### src/rtl/led_frame_scanner.sv
// Double-buffered 8x8 RGB frame store scanned column by column onto the LED matrix.
// Optional LED_BRIGHTNESS_EN adds a 3-bit brightness input that trims the lit part of each dwell.
module led_frame_scanner #(
    parameter int DWELL_CYCLES = 10000,
    parameter int BLANK_CYCLES = 2
) (
    input  logic       CLK,
    input  logic       Clear,
    input  logic       wr_valid,
    output logic       wr_ready,
    input  logic [2:0] wr_col,
    input  logic [7:0] wr_r,
    input  logic [7:0] wr_g,
    input  logic [7:0] wr_b,
    input  logic       swap_req,
    output logic       swap_ack,
    output logic [7:0] R_color,
    output logic [7:0] G_color,
    output logic [7:0] B_color,
    output logic [3:0] column,
    output logic       frame_tick
`ifdef LED_BRIGHTNESS_EN
    ,
    input  logic [2:0] brightness
`endif
);

    localparam int CMAX = (DWELL_CYCLES > BLANK_CYCLES) ? DWELL_CYCLES : BLANK_CYCLES;
    localparam int CW   = $clog2(CMAX + 1);
    localparam logic [CW-1:0] BLANK_LAST = CW'(BLANK_CYCLES - 1);
    localparam logic [CW-1:0] DWELL_LAST = CW'(DWELL_CYCLES - 1);

    typedef enum logic {
        ST_BLANK = 1'b0,
        ST_SHOW  = 1'b1
    } state_t;

    state_t        state_q, state_d;
    logic [CW-1:0] cnt_q, cnt_d;
    logic [2:0]    col_q, col_d;

    logic [23:0]   bank_q [2][8];
    logic [23:0]   bank_d [2][8];
    logic          front_q, front_d;
    logic          pending_q, pending_d;
    logic [7:0]    r_q, r_d;
    logic [7:0]    g_q, g_d;
    logic [7:0]    b_q, b_d;

    logic          show_lit;
    logic [23:0]   pixel;

    // Scan FSM next state: BLANK guard, then SHOW dwell, then advance column
    always_comb begin
        state_d = state_q;
        cnt_d   = cnt_q + CW'(1);
        col_d   = col_q;
        unique case (state_q)
            ST_BLANK: begin
                if (cnt_q == BLANK_LAST) begin
                    state_d = ST_SHOW;
                    cnt_d   = '0;
                end
            end
            ST_SHOW: begin
                if (cnt_q == DWELL_LAST) begin
                    state_d = ST_BLANK;
                    cnt_d   = '0;
                    col_d   = col_q + 3'd1;
                end
            end
            default: begin
                state_d = ST_BLANK;
                cnt_d   = '0;
            end
        endcase
    end

    // Scan FSM state register
    always_ff @(posedge CLK) begin
        if (Clear) begin
            state_q <= ST_BLANK;
            cnt_q   <= '0;
            col_q   <= 3'd0;
        end else begin
            state_q <= state_d;
            cnt_q   <= cnt_d;
            col_q   <= col_d;
        end
    end

    assign frame_tick = (state_q == ST_SHOW) && (cnt_q == DWELL_LAST) && (col_q == 3'd7);
    assign swap_ack   = frame_tick && pending_q && !Clear;
    assign wr_ready   = !pending_q;
    assign column     = {1'b1, col_q};
    assign R_color    = r_q;
    assign G_color    = g_q;
    assign B_color    = b_q;

`ifdef LED_BRIGHTNESS_EN
    logic [31:0] lit_len;
    // Lit portion of the dwell scales with brightness; 7 keeps the whole dwell
    always_comb begin
        lit_len  = ((32'(brightness) + 32'd1) * 32'(DWELL_CYCLES)) >> 3;
        show_lit = 32'(cnt_d) < lit_len;
    end
`else
    assign show_lit = 1'b1;
`endif

    assign pixel = bank_q[front_q][col_d];

    // Back-buffer writes, swap bookkeeping and registered active-low colour drive
    always_comb begin
        bank_d    = bank_q;
        front_d   = front_q;
        pending_d = pending_q;
        r_d       = 8'hFF;
        g_d       = 8'hFF;
        b_d       = 8'hFF;
        if (wr_valid && wr_ready) begin
            bank_d[!front_q][wr_col] = {wr_r, wr_g, wr_b};
        end
        if (swap_ack) begin
            front_d   = !front_q;
            pending_d = 1'b0;
        end else if (swap_req) begin
            pending_d = 1'b1;
        end
        if ((state_d == ST_SHOW) && show_lit) begin
            r_d = ~pixel[23:16];
            g_d = ~pixel[15:8];
            b_d = ~pixel[7:0];
        end
    end

    // Frame store and output registers
    always_ff @(posedge CLK) begin
        if (Clear) begin
            for (int i = 0; i < 2; i++) begin
                for (int j = 0; j < 8; j++) begin
                    bank_q[i][j] <= '0;
                end
            end
            front_q   <= 1'b0;
            pending_q <= 1'b0;
            r_q       <= 8'hFF;
            g_q       <= 8'hFF;
            b_q       <= 8'hFF;
        end else begin
            bank_q    <= bank_d;
            front_q   <= front_d;
            pending_q <= pending_d;
            r_q       <= r_d;
            g_q       <= g_d;
            b_q       <= b_d;
        end
    end

endmodule

### config.mk
export PLATFORM = sky130hd
export DESIGN_NAME = led_frame_scanner
export DESIGN_NICKNAME = d
export VERILOG_FILES = /design/src/rtl/led_frame_scanner.sv
export SDC_FILE = /design/constraint.sdc
export NUM_CORES = 1
export LEC_CHECK = 0
export CAP_MARGIN = 20
export CORE_MARGIN = 2
export CORE_UTILIZATION = 65
export CTS_BUF_LIST = sky130_fd_sc_hd__clkbuf_8
export DETAILED_ROUTE_END_ITERATION = 8
export GPL_ROUTABILITY_DRIVEN = 0
export PLACE_DENSITY = 0.9
export REMOVE_ABC_BUFFERS = 1
export SLEW_MARGIN = 20
export SYNTH_ARGS = -nofsm -noshare
export SYNTH_HDL_FRONTEND = slang
export SYNTH_SLANG_ARGS = --single-unit
### constraint.sdc
create_clock -name CLK -period 5.5 [get_ports CLK]
set_input_delay 0.55 -clock CLK [delete_from_list [all_inputs] [get_ports CLK]]
set_output_delay 0.55 -clock CLK [all_outputs]
set_load 0.02 [all_outputs]
* Word level (Yosys, flattened, before mapping) *
Cells that the tools add are included.

storage, ports and cells
  bits in registers = 428
  input port bits = 31
  logic and storage cells = 75

operators by class
  add/sub/neg operators = 2
  order comparisons = 6
  equality and inequality tests = 3
  multiplexer cells = 19
  bitwise logic cells = 9
  reductions and logical operators = 12

operators with widths
  cell                     number
  $mux W192                4
  $bwmux W384              1
  $demux W192 S1           1
  $bmux W24 S3             1
  $demux W24 S3            1
  $mux W24                 3
  $mux W14                 2
  $pmux W14 S2             1
  $not A8 Y8               3
  $add A14 B1 Y14 const B  1
  $eq A14 B1 Y1 const B    1
  $eq A14 B14 Y1 const B   1
  $ge A4 B4 Y1 const B     2
  $not A3 Y4               2
  $logic_and A1 B1 Y1      7
  $mux W3                  2
  $ge A2 B2 Y1 const B     2
  $lt A4 B1 Y1 const B     1
  $not A1 Y2               2
  $reduce_or A2 Y1         2
  $add A3 B1 Y3 const B    1
  $eq A3 B3 Y1 const B     1
  $logic_not A1 Y1         3
  $lt A2 B1 Y1 const B     1
  other kinds (3)          5

* Depth between registers and ports, before layout *
  depth in word-level cells = 8
  gate-level depth with buffers = 9
  mapped depth without buffers = 7

* Least setup slack after synthesis *
Ideal clock, no wire load.

  kind = register -> register
  start point = register col_q[0]
  end point = register g_q[4], in the netlist G_color[4]
  setup time = 0.075 ns
  data arrival time = 2.360 ns
  required time = 5.425 ns
  path slack = 3.065 ns
  stages on the path, launching flop included = 8
  path buffers = 3
  clock period less this slack = 2.435 ns
  path through = dfxtp_1 -> ha_1 -> clkbuf_1 -> buf_2 -> clkbuf_1 -> mux4_2 -> mux4_2 -> a22oi_2

between the ends
  word-level cells in the longest chain between the ends = 8

ends and longest elaborated chain
  item                                              line  source
  start: declaration                                40    logic [2:0] col_q, col_d;
  start signal: assignment                          88    col_q <= col_d;
  $add A3 B1 Y3                                     69    col_d = col_q + 3'd1;
  $mux W3                                           66    if (cnt_q == DWELL_LAST) begin
  $mux W3 (*)                                       58    unique case (state_q)
  $not A3 Y4 (implied by the code) (*)              111   assign pixel = bank_q[front_q][col_d];
  $bmux W24 S3 (*)                                  111
  $mux W24 (implied by the code) (*) (2 in series)  111
  $not A8 Y8 (*)                                    132   g_d = ~pixel[15:8];
  end signal: assignment                            155   g_q <= g_d;
  end: declaration                                  47    logic [7:0] g_q, g_d;

Mark *: on every way between the ends. The rest lies on a longest branch, timed or not. The select of a mux whose other input is x is not followed.
A chain may end at the register's enable or synchronous reset.

* Worst setup path after layout *
  start point = register cnt_q[0]
  end point = output swap_ack

between the ends
  word-level cells in the longest chain between the ends = 5

ends and longest elaborated chain
  item                               line  source
  start: declaration                 39    logic [CW-1:0] cnt_q, cnt_d;
  start signal: assignment           87    cnt_q <= cnt_d;
  $eq A14 B14 Y1                     92    assign frame_tick = (state_q == ST_SHOW) && (cnt_q == DWELL_LAST) && (col_q == 3'd7);
  $logic_and A1 B1 Y1 (2 in series)  92
  $logic_and A1 B1 Y1 (2 in series)  93    assign swap_ack = frame_tick && pending_q && !Clear;
  end: declaration                   16    output logic swap_ack,

No other way between the ends.

==> run metrics <==
outcome=finished, final reports clean; post-cts resize count=0; CTS max path bufs=3; initial cell density of the core=0.660; H-tree Lvls=3; Multi-input gate area=0.0114 mm²; Antenna Nets Post-Route=0; area grow syn2layout=8.93%; Arr. time, crit path=2.75 ns; CTS Buf Count=71; DR pass1 iterations=8; Reg area=0.00858 mm²; # fillers=1988; GRT Total Usage=0.377; Final TNS setup=0 ns; DRC Markers=0; reg2reg setup slack=2.34 ns; Rows=65; clock power share=0.437; CP endpoint kind=output pin; Startpoint Class=flip-flop; CTS Sinks=428; hold depth=2; Pwr per Cell Area=267 mW/mm²; initial antenna violation count=0; CTS hold repair buffers=0; worst hold margin=0.463 ns; Static Leak=0.00706 µW; Relative slew margins=0.244; worst slew pin tran=1.13 ns; YS warnings=0; DR vias/cell=6.95; Layout Nets=2154; Die Wd=183 µm; detailed placer's ending HPWL=34.7 mm; RSZ-0062 raised after global routing=no; Vias=17800; first-pass GRT wire length=97.6 mm; Worst Skew=0.0333 ns; Max Transition Viols Final=0; synthesized area per cell=9.61 µm²; chip height=183 µm; Switching Share=0.248; proportion of layout cells with a drive suffix above 1=0.194; Synth area leader=dfxtp_1; cell-internal power=4560 µW; clock slew at reported path FFs=0.06 ns; final WL=62.3 mm; Hold Path Class=in2reg; TritonCTS clock tree=yes; Commonest cells post-synth=nand2_1, dfxtp_1, a21oi_1; final period utilization=0.601; largest net degree at the start of global routing=126; grt total ovfl=0; Flop pwr share=0.520; sequential area share after synthesis=0.411; cells after synthesis=2168; port buffer count=60; # setup viols final=0; 1st-iter DRT viols=2599; Main synth FF type=dfxtp_1; Critical Path RT=4.95 ns; Synth async-reset ratio=0; Yosys top cell area share=0.411; synth unique cells=39; Hold Vio Cnt, Final=0; Post-CTS Setup Repair Bufs=0; floorplan core area=0.0316 mm²; Root Buffer=clkbuf_8; die area=0.0335 mm²; leading cell type by number of instances after synthesis=nand2_1; Max IR drop VDD=202 µV; I/O pins=62; part of the power in combinational logic=0.043; Mapped Area=0.0208 mm²; most area-consuming cells after synthesis=dfxtp_1, mux4_2, nand2_1, a21oi_1, clkbuf_1; min cycle time layout=3.30 ns; vias in the first global route=18300; Post-synth EDFFs=0; register bit count reported by yosys=428; Sw Pwr=1510 µW; highest clock rate=0.303 GHz; crit-path max FO=5; Worst-Skew Late Latency=0.62 ns; max-cap violation count=0; average routed wire per standard cell=24.3 µm; R2R cell count=5; crit path kind=reg2out
==> cell type report <==
type,instances,area share
diodes,1,0.000110
clock buffers,83,0.0503
clock inverters,31,0.00645
inverters,4,0.000662
multi-input cells,1514,0.501
flip-flops and latches,428,0.378
well taps,402,0.0222
repair buffers,100,0.0412
==> worst max-delay path, cell delays in order, from the launching register on <==
cell             delay (ns)
dfxtp_1                0.39
ha_1                   0.26
nand3_2                0.14
nor3_4                 0.31
and4_1                 0.29
nor2b_1                0.14
clkdlybuf4s50_1        0.62
==> layout by cell type (no fill, tap or decap), drive strengths merged <==
cell	count
ha	4
nor4	1
nand2	738
clkdlybuf4s50	59
mux2i	26
nor2	59
xor2	5
clkinvlp	2
mux4	240
and2	6
nand2b	3
nand4	6
nor4b	1
conb	1
and3	2
nand3	8
a22oi	24
a21oi	361
nor2b	6
nor3	8
buf	41
a221oi	1
diode	1
and4bb	1
inv	33
o21ai	1
xnor2	9
dfxtp	428
and4	2
clkbuf	83
nor3b	1
==> cell families (layout without fill, tap and decap cells) <==
logic type / count (synthesis) / count (layout) / share of synthesized area
AO/OA/AOI/OAI: 387 / 387 / 0.102
XOR/XNOR: 14 / 14 / 0.00589
adder cells (fa/ha/maj): 4 / 4 / 0.00240
buffers and inverters: 226 / 218 / 0.0468
flip-flops: 428 / 428 / 0.411
multiplexers: 266 / 266 / 0.272
other: 1 / 2 / 0.000180
AND/OR/NAND/NOR: 842 / 842 / 0.159
==> flip-flops by register name, summed over array words and instances, names as in the netlist <==
| register | count |
|---|---|
| B_color | 8 |
| G_color | 8 |
| R_color | 8 |
| bank_q | 384 |
| cnt_q | 14 |
| col_q | 3 |
| front_q | 1 |
| pending_q | 1 |
| state_q | 1 |
==> power groups by stage <==
stage	logic [µW]	clock network [µW]	registers [µW]
after global routing	270	2780	3150
after detailed placement	244	0	3220
after global placement	237	0	3220
final	259	2650	3150
after CTS	247	2640	3150
after floorplan	81.0	0	3210
==> final timing paths <==
kind / start / end
hold / removal: Clear / bank_q[281]
setup reg to reg: col_q[1] / B_color[2]
setup / recovery: cnt_q[0] / swap_ack
hold reg to reg: bank_q[68] / bank_q[68]
==> per-layer routing <==
layer | up-vias | GRT usage | part of all wire
li1 | 7465 | - | -
met2 | 1448 | 0.602 | 0.47
met1 | 8442 | 0.455 | 0.32
met4 | 0 | 0.248 | 0.075
met5 | - | 0 | 0
met3 | 454 | 0.0971 | 0.13
==> through the flow <==
| stage | total power [µW] | setup slack (ns) | cells | util | instance area, µm² |
|---|---|---|---|---|---|
| global placement | 3450 | 2.29 | 2448 | 0.678 | 21400 |
| CTS | 6040 | 2.18 | 2562 | 0.719 | 22700 |
| floorplan | 3290 | -2.61 | 1946 | - | 19900 |
| finish | 6060 | 2.20 | 2563 | 0.719 | 22700 |
| global route | 6200 | 2.04 | 2562 | 0.719 | 22700 |
| detailed placement | 3460 | 2.22 | 2448 | 0.678 | 21400 |
No activity file was read; power rests on OpenSTA's default activity.
